===== config.mk =====
export PLATFORM = sky130hd
export DESIGN_NAME = pipelined_addsub_flat
export DESIGN_NICKNAME = d
export VERILOG_FILES = /design/src/rtl/pipelined_addsub_if.sv /design/src/rtl/pipelined_addsub.sv /design/src/flat_wrapper.sv
export SDC_FILE = /design/constraint.sdc
export NUM_CORES = 1
export LEC_CHECK = 0
export BUFFER_PORTS_ARGS = -buffer_cell sky130_fd_sc_hd__buf_2
export CORE_ASPECT_RATIO = 0.9
export CORE_MARGIN = 3
export CORE_UTILIZATION = 52
export CTS_CLUSTER_DIAMETER = 50
export DETAILED_ROUTE_END_ITERATION = 6
export GPL_TIMING_DRIVEN = 0
export PLACE_DENSITY = 0.83
export SLEW_MARGIN = 0
export SYNTH_ARGS = -nofsm -noshare
export SYNTH_HDL_FRONTEND = slang
export SYNTH_SLANG_ARGS = --single-unit

===== constraint.sdc =====
create_clock -name clk -period 3 [get_ports clk]
set_input_delay 0.15 -clock clk [delete_from_list [all_inputs] [get_ports clk]]
set_output_delay 0.15 -clock clk [all_outputs]
set_load 0.01 [all_outputs]

===== src/rtl/pipelined_addsub_if.sv =====
// rtl/pipelined_addsub_if.sv - operand/result handshake bundle for pipelined_addsub
interface pipelined_addsub_if #(
   parameter int WIDTH = 8
);
   logic             in_valid;
   logic             in_ready;
   logic [WIDTH-1:0] a;
   logic [WIDTH-1:0] b;
   logic             cin;
   logic             op;
   logic             out_valid;
   logic             out_ready;
   logic [WIDTH-1:0] res;
   logic             cout;
   logic             ovf;
   logic             zero;

   modport master (
      output in_valid, a, b, cin, op, out_ready,
      input  in_ready, out_valid, res, cout, ovf, zero
   );

   modport slave (
      input  in_valid, a, b, cin, op, out_ready,
      output in_ready, out_valid, res, cout, ovf, zero
   );
endinterface


===== src/rtl/pipelined_addsub.sv =====
// rtl/pipelined_addsub.sv - chunked multi-stage adder/subtractor with valid/ready flow control
module pipelined_addsub #(
   parameter int WIDTH  = 8,
   parameter int STAGES = 2
) (
   input  logic              clk,
   input  logic              rst_n,
   pipelined_addsub_if.slave bus
);
   localparam int CHUNK = WIDTH / STAGES;
   localparam int MSB   = WIDTH - 1;

   // Values entering stage k: stage 0 sees the bus, later stages see the
   // registers of the stage before them.
   logic [WIDTH-1:0] w_a  [STAGES];
   logic [WIDTH-1:0] w_b  [STAGES];
   logic [WIDTH-1:0] w_r  [STAGES];
   logic             w_c  [STAGES];
   logic             w_op [STAGES];
   logic             w_v  [STAGES];
   logic             w_stall;

   // A held result at the output freezes the whole pipe and blocks intake.
   assign w_stall      = bus.out_valid && !bus.out_ready;
   assign bus.in_ready = !w_stall;

   assign w_a[0]  = bus.a;
   assign w_b[0]  = bus.b;
   assign w_r[0]  = '0;
   assign w_c[0]  = bus.cin;
   assign w_op[0] = bus.op;
   assign w_v[0]  = bus.in_valid;

   for (genvar k = 0; k < STAGES; k++) begin : g_stage
      logic             r_v;
      logic             r_c;
      logic [WIDTH-1:0] r_res;
      logic [CHUNK:0]   w_sum;
      logic [WIDTH-1:0] w_res_next;

      // Subtract is a + ~b + !borrow; carry/borrow travels in its native
      // sense between stages, so only the adder inputs/outputs get flipped.
      always_comb begin
         w_sum = {1'b0, w_a[k][k*CHUNK +: CHUNK]}
               + {1'b0, w_b[k][k*CHUNK +: CHUNK] ^ {CHUNK{w_op[k]}}}
               + {{CHUNK{1'b0}}, w_c[k] ^ w_op[k]};
         w_res_next = w_r[k];
         w_res_next[k*CHUNK +: CHUNK] = w_sum[CHUNK-1:0];
      end

      // Stage slot: valid, chunk carry and accumulated result advance unless stalled.
      always_ff @(posedge clk or negedge rst_n) begin
         if (!rst_n) begin
            r_v   <= 1'b0;
            r_c   <= 1'b0;
            r_res <= '0;
         end else if (!w_stall) begin
            r_v   <= w_v[k];
            r_c   <= w_sum[CHUNK] ^ w_op[k];
            r_res <= w_res_next;
         end
      end

      if (k < STAGES - 1) begin : g_fwd
         logic [WIDTH-1:0] r_a;
         logic [WIDTH-1:0] r_b;
         logic             r_op;

         // Operands and op ride along so later stages can process their chunk.
         always_ff @(posedge clk or negedge rst_n) begin
            if (!rst_n) begin
               r_a  <= '0;
               r_b  <= '0;
               r_op <= 1'b0;
            end else if (!w_stall) begin
               r_a  <= w_a[k];
               r_b  <= w_b[k];
               r_op <= w_op[k];
            end
         end

         assign w_a[k+1]  = r_a;
         assign w_b[k+1]  = r_b;
         assign w_r[k+1]  = r_res;
         assign w_c[k+1]  = r_c;
         assign w_op[k+1] = r_op;
         assign w_v[k+1]  = r_v;
      end else begin : g_last
         logic r_ovf;
         logic r_zero;
         logic w_ovf;

         // Signed overflow needs the sign bits, which only the top chunk sees complete.
         always_comb begin
            w_ovf = 1'b0;
            if (w_op[k]) begin
               w_ovf = (w_a[k][MSB] != w_b[k][MSB]) && (w_res_next[MSB] != w_a[k][MSB]);
            end else begin
               w_ovf = (w_a[k][MSB] == w_b[k][MSB]) && (w_res_next[MSB] != w_a[k][MSB]);
            end
         end

         // Flags are registered alongside the final result slot.
         always_ff @(posedge clk or negedge rst_n) begin
            if (!rst_n) begin
               r_ovf  <= 1'b0;
               r_zero <= 1'b0;
            end else if (!w_stall) begin
               r_ovf  <= w_ovf;
               r_zero <= (w_res_next == '0);
            end
         end

         assign bus.out_valid = r_v;
         assign bus.res       = r_res;
         assign bus.cout      = r_c;
         assign bus.ovf       = r_ovf;
         assign bus.zero      = r_zero;
      end
   end
endmodule


===== src/flat_wrapper.sv =====
// flat-port wrapper written by rule: the top's interface ports become plain ports
module pipelined_addsub_flat 
#(
   parameter int WIDTH  = 8,
   parameter int STAGES = 2
)
  (clk, rst_n, bus_in_valid, bus_a, bus_b, bus_cin, bus_op, bus_out_ready, bus_in_ready, bus_out_valid, bus_res, bus_cout, bus_ovf, bus_zero);
  pipelined_addsub_if #(.WIDTH(WIDTH)) bus_i ();
  input  logic clk;
  input  logic rst_n;
  input wire logic [$bits(bus_i.in_valid)-1:0] bus_in_valid;
  input wire logic [$bits(bus_i.a)-1:0] bus_a;
  input wire logic [$bits(bus_i.b)-1:0] bus_b;
  input wire logic [$bits(bus_i.cin)-1:0] bus_cin;
  input wire logic [$bits(bus_i.op)-1:0] bus_op;
  input wire logic [$bits(bus_i.out_ready)-1:0] bus_out_ready;
  output wire logic [$bits(bus_i.in_ready)-1:0] bus_in_ready;
  output wire logic [$bits(bus_i.out_valid)-1:0] bus_out_valid;
  output wire logic [$bits(bus_i.res)-1:0] bus_res;
  output wire logic [$bits(bus_i.cout)-1:0] bus_cout;
  output wire logic [$bits(bus_i.ovf)-1:0] bus_ovf;
  output wire logic [$bits(bus_i.zero)-1:0] bus_zero;
  assign bus_i.in_valid = bus_in_valid;
  assign bus_i.a = bus_a;
  assign bus_i.b = bus_b;
  assign bus_i.cin = bus_cin;
  assign bus_i.op = bus_op;
  assign bus_i.out_ready = bus_out_ready;
  assign bus_in_ready = bus_i.in_ready;
  assign bus_out_valid = bus_i.out_valid;
  assign bus_res = bus_i.res;
  assign bus_cout = bus_i.cout;
  assign bus_ovf = bus_i.ovf;
  assign bus_zero = bus_i.zero;
  pipelined_addsub #(.WIDTH(WIDTH), .STAGES(STAGES)) u_core (.clk(clk), .rst_n(rst_n), .bus(bus_i));
endmodule

---- After elaboration in Yosys (flattened, before gate mapping) ----
Index checks and enable logic that the tools add are counted.
word-level totals
  flip-flop bits (word level) ............. 35
cells by class
  equal/unequal tests ..................... 3
  multiplexer cells ....................... 1
  $add $sub $neg .......................... 4
  reduce and logical (&&, ||, !) cells .... 6
  bitwise logic cells ..................... 6
operators with widths
  kind                                    number
  4-bit by 4-bit adder with 5-bit output  2
  5-bit by 1-bit adder with 5-bit output  2
  8-bit logical NOT                       1
  4-bit bitwise XOR                       2
  1-bit bitwise XOR                       4
  1-bit logical AND                       3
  1-bit logical NOT                       2
  1-bit != test                           2
  1-bit equality test                     1
  1-bit 2-to-1 mux                        1

---- Depth between registers and ports, before layout ----
Gate-level depths: netlist of run 1.
  word-level depth ........................ 6
  gate-level depth with buffers ........... 9

---- Worst setup path after synthesis of run 1 ----
OpenSTA, ideal clock, no wires.
  path kind ............................... reg2reg
  from .................................... reg u_core.g_stage[0].g_fwd.r_op
  to ...................................... reg u_core.g_stage[1].g_last.r_zero (netlist: u_core.bus.zero)
  slack ................................... 932 ps
  clock period less this slack ............ 2,068 ps
  stages on the path, launching flop included .. 9
  arrival ................................. 1,972 ps
  cell sequence ........................... dfrtp_1 buf_6 xnor2_1 fa_1 inv_1 fa_1 nor4_1 nand3b_1 o31ai_1
on the way
  cells in the longest elaborated chain, start to end .. 4
  elaborated cells on any way between the ends .. 5
RTL lines
  element                                   line                     RTL
  from (decl)                               pipelined_addsub.sv:67   logic r_op;
  from (signal assigned)                    pipelined_addsub.sv:78   r_op <= w_op[k];
  4-bit bitwise XOR                         pipelined_addsub.sv:45   + {1'b0, w_b[k][k*CHUNK +: CHUNK] ^ {CHUNK{w_op[k]}}}
  4-bit by 4-bit adder with 5-bit output    pipelined_addsub.sv:45
  5-bit by 1-bit adder with 5-bit output *  pipelined_addsub.sv:46   + {{CHUNK{1'b0}}, w_c[k] ^ w_op[k]};
  via u_core.g_stage[1].w_sum[1]            pipelined_addsub.sv:38   logic [CHUNK:0] w_sum;
  8-bit logical NOT *                       pipelined_addsub.sv:110  r_zero <= (w_res_next == '0);
  to (signal assigned)                      pipelined_addsub.sv:110
  to (decl)                                 pipelined_addsub.sv:90   logic r_zero;
The timed path passes the listed nets; every way through them passes the cells marked *.
A chain may end at the register's enable or synchronous reset.

---- Worst setup path in the final report of run 1 ----
Same ends and word-level chain as after synthesis.

==> impl_results.md, run 1 <==
- Combinational share of power: roughly 40%
- Power Density: about 650 nW/µm²
- Most frequent standard cell in the layout excluding fill and tap cells: nand2_1
- Final routed DRC violation total: 0
- Register area share after synthesis: 46.2%
- Achievable clock frequency: 441 MHz
- Sequential power share: about 46%
- Mapped Area: 1460 µm²
- Number of standard cells after synthesis: 153
- Final WS setup: 0.732 ns
- Total wire length after detailed routing: 2770 µm
- IR drop worst, VDD: 373 µV
- Final Max Slew Viols: 0
- Boundary Pins: 35
- Syn Area/Cell: 9.56 µm²
- Hold buffer count at CTS: 1
- Initial DRC Count: 33
- Routed length per instance: 12.1 µm
- Port Buffers: 33
- Ys Warns: 0
- Antenna violations before repair: 0
- Critical Path RT: 3.24 ns
- Critical path launch point type: flip-flop
- Outcome: finished clean
- Int Pwr: 720 µW
- Clock-pin slew reported for the worst setup and hold paths after clock tree synthesis: 0.14 ns
- Worst Reg2Reg Path Length in Cells: 8
- Worst path slowest cell: fa_1
- Post-CTS setup buffers: 0
- Total routing usage reported by global routing: 18.0%
- Final period util: 75.6%
- Maximum number of pins on one net before global-route repair: 28
- Die span in x: roughly 62 µm
- RSZ-0062 raised after global routing: no
- Number of endpoints failing setup at the final stage: 0
- Worst stage delay on the critical path: roughly 0.44 ns
- Net count of the finished layout: 225
- Hold WC Path Type: input pin to flip-flop
- Initial core utilization: 56.8%
- Total Negative Setup Slacks: 0 ns
- CTS H-tree lvls: 1
- Wire length of the first global-routing pass: 4750 µm
- Number of global-route vias before repair: roughly 1100
- Post-detailed-route via-to-cell ratio: 4.85
- Crit Path Max Fanout: 7
- Share of post-route cells with drive strength above 1: a little under a quarter
- Worst Tran Pin Value: 0.594 ns
- Max Buffers Root-to-Sink: 2
- Switching share of power: 36.1%
- Die area: between 3000 and 4000 µm²
- Total clock sinks: 27
- Shortest period the worst path allows: 2.27 ns
- Net count of the mapped netlist: 185
- Drt first pass iters: 4
- Slack of the worst reg-to-reg path: 0.73 ns
- Half-perimeter wire length after detailed placement: 2160 µm
- Leakage power: between 0.8 and 0.9 nW
- Worst Skew: 0.00707 ns
- Dominant register cell in the synthesized netlist: dfrtp_1
- Clock Latency Late Sink: 0.32 ns
- TritonCTS clock tree: done
- Switching Power: around 410 µW
- WP data arrival: roughly 2.5 ns
- Min-Delay Path Depth: 3
- CP most frequent cell: fa_1
- Number of routed nets with antenna violations: 0
- Share of async-settable or async-resettable flops after synthesis: 100%
- Number of max-capacitance violations reported: 0
- Via count of the routed design: 1116
- Final weighted congestion in routability-driven placement: between 0.8 and 0.9
- Count of state elements after synthesis: 27
- Cell variety after synth: 31
- Number of instances resized during post-cts repair: 0
- CTS root buf: clkbuf_4
- Cts bufs inserted: 3
- Num rows: 17
- Height of the die: ~56 µm
- Final Hold Viols: 0
- Area of the placeable core: 2570 µm²
- Clock power frac: 13.6%
- Kind of capture point of the worst setup path: flip-flop
- Ordered list of cells on the worst path: buf_6 -> xnor2_1 -> fa_1 -> inv_1 -> fa_1 -> nor4_1 -> nand3b_1 -> o31ai_1
- Number of enable flip-flop cells after synthesis: 0
- Worst rel slew slack: 60.4%
- Area growth, synth to finish: 17.8%
- Crit path kind: flip-flop to flip-flop
- Worst Setup Slack post-DPL: 0.735 ns
- Antenna cells: 0
- Commonest cells after routing, fill and taps aside: nand2_1, buf_2, dfrtp_1
- Global route total overflow: 0
## synthesized netlist by cell type (all sizes together) (2+ instances only)
cell type,count,area share [%]
a21o,2,1.0
fa,4,5.5
xor2,9,6.7
inv,6,1.5
nand3b,2,1.0
buf,5,2.1
a21oi,7,2.4
o21ai,5,1.7
xnor2,6,3.6
nand2,53,14
nor2,3,0.77
ha,6,5.1
clkbuf,3,0.77
dfrtp,27,46
## final cells by class
class	instances	area [µm²]
inverter	6	22.5
fill	219	851
buffer	8	42.5
clock buffer	3	22.5
sequential	27	676
timing repair buffer	35	185
clock inverter	1	5.00
tap	38	47.5
multi-input combinational	112	722
## per-layer routing
layer  track usage [%]  up-vias  part of all wire [%]
met5                 0        -                     0
met4              1.82        0                  0.29
met3              4.83        2                   5.2
met2              31.8       29                    51
met1              22.1      513                    43
li1                  -      572                     -
## path summary, 6_finish.rpt
path                                         startpoint                             end
max                        u_core.g_stage[0].g_fwd.r_op                 u_core.bus.zero
min                                        bus_in_valid           u_core.g_stage[0].r_v
max reg2reg                u_core.g_stage[0].g_fwd.r_op                 u_core.bus.zero
min reg2reg                       u_core.g_stage[0].r_v           u_core.g_stage[0].r_v
max in group asynchronous                         rst_n  u_core.g_stage[0].g_fwd.r_b[7]
min in group asynchronous                         rst_n               u_core.bus.res[0]
## sequential cells by signal, indices dropped and copies added (netlist names)
register,cells
u_core.bus.ovf,1
u_core.g_stage.r_v,1
u_core.g_stage.g_fwd.r_b,4
u_core.bus.out_valid,1
u_core.bus.res,8
u_core.bus.cout,1
u_core.g_stage.r_res,4
u_core.g_stage.g_fwd.r_op,1
u_core.bus.zero,1
u_core.g_stage.g_fwd.r_a,4
u_core.g_stage.r_c,1
## through the flow
stage	cells	hold slack (ns)	util [%]	area, µm²	power (mW)
finish	230	0.0170	66.9	1720	1.13
CTS	229	0.00239	66.6	1710	1.14
detailed placement	224	0.188	65.1	1680	0.983
global route	230	0.0166	66.9	1720	1.24
floorplan	153	-0.146	-	1460	0.832
global placement	224	0.172	65.1	1680	0.960
## critical path, delay by kind of cell (launching register included)
kind	cells	cell delay, ns
DFF	1	0.40
adders and majority gates	2	0.85
buffers and inverters	2	0.23
and+or+nand+nor	2	0.31
AOI/OAI and AO/OA	1	0.23
xor gates and xnor gates	1	0.16
## logic make-up after synthesis
kind of cell	synth area share (%)
and+or+nand+nor	20.4
DFF	46.2
AOI/OAI and AO/OA	7.27
xor gates and xnor gates	10.3
buffers and inverters	4.45
adders and majority gates	10.6
muxes	0.770
## power by group through the flow
stage | Sequential, mW | Combinational, mW | Clock (mW)
floorplan | 0.550 | 0.282 | 0
global placement | 0.521 | 0.439 | 0
detailed placement | 0.528 | 0.455 | 0
CTS | 0.520 | 0.456 | 0.159
global route | 0.531 | 0.529 | 0.177
finish | 0.519 | 0.453 | 0.153
No activity file was read; power rests on OpenSTA's default activity.
==> run 2: changes to the inputs <==
CORE_UTILIZATION = 47   (was 52)
PLACE_DENSITY = 0.79   (was 0.83)
clock period = 1.95 ns   (was 3 ns; I/O delays follow)
==> run 2 against run 1 <==
Net effect:
- the flow now finishes with violations (setup timing)
- register-to-register slack worse by 0.88 ns
- non-clock buffer count up 16
- final cell count up 7.8%
- fmax up 8.0%
- sequential power up 56%
- clock skew down 0.0036 ns
- core utilization up 1.3 points
- routed wire length up 12%
- critical path depth unchanged
- critical path type unchanged
- largest power group is now combinational logic
==> impl_results.md, run 2 (synthesis gave the netlist of run 1 again) <==
- Total Negative Setup Slacks: -0.365 ns
- Half-perimeter wire length after detailed placement: 2200 µm
- RR Startpoint: u_core.g_stage[0].g_fwd.r_op
- CTS root buf: clkbuf_4
- WP data arrival: 2.35 ns
- Final period util: 108%
- Global route total overflow: 0
- Worst Hold End: u_core.g_stage[0].r_res[1]
- Routed length per instance: 12.5 µm
- Antenna violations before repair: 0
- Final routed DRC violation total: 0
- RSZ-0062 raised after global routing: yes
- Via count of the routed design: 1207
- Achievable clock frequency: 476 MHz
- Leakage power: 0.973 nW
- Final Hold Viols: 0
- Post-detailed-route via-to-cell ratio: 4.87
- Initial DRC Count: 34
- Number of global-route vias before repair: 1313
- Kind of capture point of the worst setup path: flip-flop
- Number of max-capacitance violations reported: 0
- Gr busiest metal: met2
- Share of post-route cells with drive strength above 1: ~31%
- M3 GR Usage: 4.20%
- Final Max Slew Viols: 0
- Num rows: 18
- Die span in x: around 65 µm
- Final WS setup: -0.149 ns
- Hold WC Path Type: input pin to flip-flop
- Launch instance of the worst min-delay path: bus_a[1]
- Commonest cells after routing, fill and taps aside: nand2_1, buf_2, dfrtp_1
- Max Buffers Root-to-Sink: 2
- Port Buffers: 33
- Boundary Pins: 35
- Area of the placeable core: 2860 µm²
- CTS H-tree lvls: 1
- Clock Latency Late Sink: 0.33 ns
- Critical R2R Capture: u_core.bus.zero
- Net count of the finished layout: about 240
- Min-Delay Path Depth: 4
- Worst Reg2Reg Path Length in Cells: 8
- Critical Path RT: 2.20 ns
- Slack of the worst reg-to-reg path: -0.15 ns
- Maximum number of pins on one net before global-route repair: 28
- Height of the die: 58.9 µm
- Wire length of the first global-routing pass: roughly 5600 µm
- Shortest period the worst path allows: about 2.1 ns
- Startpoint of the most critical setup path: u_core.g_stage[0].g_fwd.r_op
- Total routing usage reported by global routing: between 10% and 20%
- Critical path launch point type: flip-flop
- Most frequent standard cell in the layout excluding fill and tap cells: nand2_1
- Worst rel slew slack: 60.6%
- Number of endpoints failing setup at the final stage: 4
- Total wire length after detailed routing: roughly 3100 µm
- Final weighted congestion in routability-driven placement: 0.773
- Number of routed nets with antenna violations: 0
- Violated checks: setup timing
- Worst Tran Pin Value: 0.591 ns
- GRT met2 Usage: ~36%
- Power Density: 982 nW/µm²
- Worst hold slack after final layout: 0.158 ns
- Antenna cells: 0
- Die area: 3820 µm²
- Cts bufs inserted: 3
- IR drop worst, VDD: 614 µV
- Drt first pass iters: 4
- TritonCTS clock tree: done
- Met1 routing resource usage after global routing: between 20% and 30%
- Clock-pin slew reported for the worst setup and hold paths after clock tree synthesis: approximately 0.14 ns
- Outcome: finished, violations left
- Area growth, synth to finish: 33.4%
- Crit path kind: flip-flop to flip-flop
- Number of flip-flops under the largest register name: 8
- Worst Skew: about 0.0034 ns
- Initial core utilization: 51.1%
- Total clock sinks: 27
- Crit Path Max Fanout: 4
==> run 2: per-layer routing <==
metal	vias up	part of all wire, %
met1	571	43
li1	601	-
met5	-	0
met3	5	5.4
met2	30	50
met4	0	1.5
==> run 2: cell type report <==
type | count | area [µm²]
plain buffers | 8 | 47.5
clock buffers | 3 | 22.5
clock inverters | 1 | 7.51
fillers | 245 | 908
inverters | 6 | 22.5
multi-input cells | 112 | 797
flip-flops and latches | 27 | 676
well taps | 40 | 50.0
repair buffers | 51 | 329
==> run 2: through the flow <==
| step | setup slack (ns) | cells | power [mW] | utilization, % | area [µm²] |
|---|---|---|---|---|---|
| floorplan | -0.0778 | 153 | 1.31 | - | 1480 |
| global placement | -0.179 | 226 | 1.51 | 59.4 | 1700 |
| detailed placement | -0.227 | 226 | 1.54 | 59.4 | 1700 |
| CTS | -0.154 | 247 | 1.90 | 67.3 | 1930 |
| global route | -0.271 | 248 | 2.09 | 68.2 | 1950 |
| finish | -0.149 | 248 | 1.92 | 68.2 | 1950 |
==> run 2: repair_timing <==
action,in CTS,in global routing
gates resized for setup,8,6
pin swaps,14,3
hold buffers,10,0
endpoints found under the hold margin,36,0
setup endpoints to repair,3,6
buffers inserted,7,1
==> run 2: worst max-delay path by stage <==
stage                            to  cells past startpoint
floorplan           u_core.bus.zero                      8
global placement    u_core.bus.zero                      8
detailed placement  u_core.bus.cout                      9
CTS                 u_core.bus.zero                      8
global route        u_core.bus.zero                      8
finish              u_core.bus.zero                      8
==> run 2: critical path, stage by stage (launching register included) <==
cell	delay [ns]
dfrtp_1	0.41
buf_6	0.14
xnor2_4	0.12
fa_2	0.40
inv_2	0.07
fa_2	0.43
nor4_2	0.14
nand3b_1	0.11
o31ai_1	0.19
==> run 2: report_power, final <==
part	internal [mW]	switching, mW	leakage, nW
Sequential	0.708	0.100	0.323
Clock	0.0786	0.166	0.0139
Combinational	0.438	0.426	0.637
==> run 3: changes to the inputs <==
CELL_PAD_IN_SITES_DETAIL_PLACEMENT = 1   (was not set)
CELL_PAD_IN_SITES_GLOBAL_PLACEMENT = 2   (was not set)
CORE_UTILIZATION = 29   (was 47)
PLACE_DENSITY = 0.8   (was 0.79)
==> run 3 against run 2 <==
Net effect:
- the run still ends with setup timing left
- first-iteration DRC count rose by 8.8%
- via count fell by 3.1%
- clock power rose by 28%
- critical path depth did not move
- clock skew fell by 0.0017 ns
- total power rose by 7.9%
- sequential cell count did not move
- fmax rose by 1.0%
- cell area rose by 0.38%
- die area rose by 55%
- critical path type unchanged
- largest cell class unchanged
- highest routed layer unchanged
==> impl_results.md, run 3 (synthesis gave the netlist of run 1 again) <==
- Outcome: finished, violations left
- Violated checks: setup timing
- Wire length of the first global-routing pass: 6220 µm
- Worst hold slack after final layout: 0.0238 ns
- Antenna violations before repair: 0
- Number of flip-flops under the largest register name: 8
- Startpoint of the most critical setup path: u_core.g_stage[0].g_fwd.r_op
- RR Startpoint: u_core.g_stage[0].g_fwd.r_op
- Area of the placeable core: around 4700 µm²
- Most frequent standard cell in the layout excluding fill and tap cells: nand2_1
- Power Density: 1060 nW/µm²
- Share of post-route cells with drive strength above 1: 35.2%
- Antenna cells: 0
- Number of global-route vias before repair: 1348
- Metal1 wirelength: between 1500 and 2000 µm
- Routed length on met3: 147 µm
- Achievable clock frequency: around 480 MHz
- Number of max-capacitance violations reported: 0
- Final weighted congestion in routability-driven placement: 0.716
- Worst Tran Pin Value: 0.598 ns
- CTS root buf: clkbuf_8
- Critical R2R Capture: u_core.bus.zero
- Post-detailed-route via-to-cell ratio: 4.48
- Crit path kind: flip-flop to flip-flop
- RSZ-0062 raised after global routing: yes
- Final WS setup: -0.128 ns
- Critical path launch point type: flip-flop
- Slack of the worst reg-to-reg path: -0.13 ns
- Worst setup path end: u_core.bus.zero
- Final Max Slew Viols: 0
- Hold WC Path Type: input pin to flip-flop
- Total wire length after detailed routing: 3700 µm
- Global route total overflow: 0
- Final routed DRC violation total: 0
- Drt first pass iters: 4
- Max Buffers Root-to-Sink: 2
- Clock Latency Late Sink: 0.27 ns
- Total routing usage reported by global routing: 13.8%
- Maximum number of pins on one net before global-route repair: 28
- Worst Skew: 0.00174 ns
- Die span in x: slightly above 80 µm
- Final Hold Viols: 0
- Cts bufs inserted: 3
- TritonCTS clock tree: done
- Half-perimeter wire length after detailed placement: ~2700 µm
- Initial core utilization: 31.4%
- Post-DP Area: roughly 1700 µm²
- Worst rel slew slack: roughly 60%
- Number of routed nets with antenna violations: 0
- Commonest cells after routing, fill and taps aside: nand2_1, buf_2, dfrtp_1
- Leakage power: 0.962 nW
- Number of endpoints failing setup at the final stage: 4
- IR drop worst, VDD: 285 µV
- Routed length per instance: 14.2 µm
- Num rows: 23
- Kind of capture point of the worst setup path: flip-flop
- Height of the die: between 70 and 80 µm
- Boundary Pins: 35
- Die area: roughly 5900 µm²
- Total clock sinks: 27
- Port Buffers: 33
- Critical Path RT: 2.13 ns
- Clock-pin slew reported for the worst setup and hold paths after clock tree synthesis: 0.09 ns
- Post-route cell area: ~2000 µm²
- Area growth, synth to finish: 34.0%
- Initial DRC Count: 37
- Uppermost signal routing layer after detailed routing: met4
- Crit Path Max Fanout: 5
- Shortest period the worst path allows: 2.08 ns
- Final period util: 107%
- Worst Reg2Reg Path Length in Cells: 8
- Via count of the routed design: between 1000 and 1500
- Net count of the finished layout: 232
- CTS H-tree lvls: 1
- Routed length on met2: 1940 µm
- WP data arrival: 2.26 ns
-- run 3: area by class of cell --
class	instances	area, µm²
buffer	8	48.8
clock buffer	4	45.0
fill	570	2700
inverter	6	22.5
multi-input combinational	112	842
sequential	27	676
tap	62	77.6
timing repair buffer	42	248
-- run 3: how the worst min path moves through the flow --
stage	start	end	slack [ns]	depth (start not counted)
after floorplan	rst_n	u_core.bus.cout	-0.20	0
after global placement	rst_n	u_core.bus.res[1]	0.14	1
after detailed placement	rst_n	u_core.bus.res[1]	0.15	1
after CTS	bus_a[7]	u_core.g_stage[0].g_fwd.r_a[7]	0.01	3
after global routing	bus_in_valid	u_core.g_stage[0].r_v	0.03	3
final	bus_b[4]	u_core.g_stage[0].g_fwd.r_b[4]	0.02	3
-- run 3: metrics by stage --
| step | util (%) | total power, mW | setup WS (ns) | setup TNS [ns] | instances |
|---|---|---|---|---|---|
| after floorplan | - | 1.31 | -0.0778 | -0.144 | 153 |
| after global placement | 37.0 | 1.54 | -0.194 | -0.460 | 248 |
| after detailed placement | 37.0 | 1.57 | -0.224 | -0.658 | 248 |
| after CTS | 40.2 | 1.98 | -0.159 | -0.249 | 258 |
| after global routing | 42.0 | 2.25 | -0.232 | -0.647 | 261 |
| final | 42.0 | 2.07 | -0.128 | -0.296 | 261 |
-- run 3: worst max-delay path, cell delays in order, from the launching register on --
cell      delay (ns)
dfrtp_1         0.38
buf_6           0.14
xnor2_4         0.13
fa_2            0.38
inv_2           0.07
fa_2            0.44
nor4_2          0.14
nand3b_1        0.11
o31ai_1         0.20
-- run 3: routing by layer --
layer,global-route usage (%),vias up
li1,-,577
met1,16.5,562
met2,24.7,26
met3,2.21,4
met4,5.63,0
met5,0,-
-- run 3: power breakdown --
part           leakage (nW)  switching [mW]  internal (mW)
clock network        0.0228           0.168          0.146
registers             0.323           0.109          0.709
logic                 0.617           0.466          0.471
total                 0.962           0.743           1.33
-- run 3: what timing repair did --
| item | in CTS | in global routing |
|---|---|---|
| resized for setup | 5 | 16 |
| setup endpoints to repair | 3 | 7 |
| endpoints found under the hold margin | 27 | 0 |
| pin swaps | 9 | 11 |
| hold buffers | 1 | 0 |
| setup buffers | 5 | 3 |
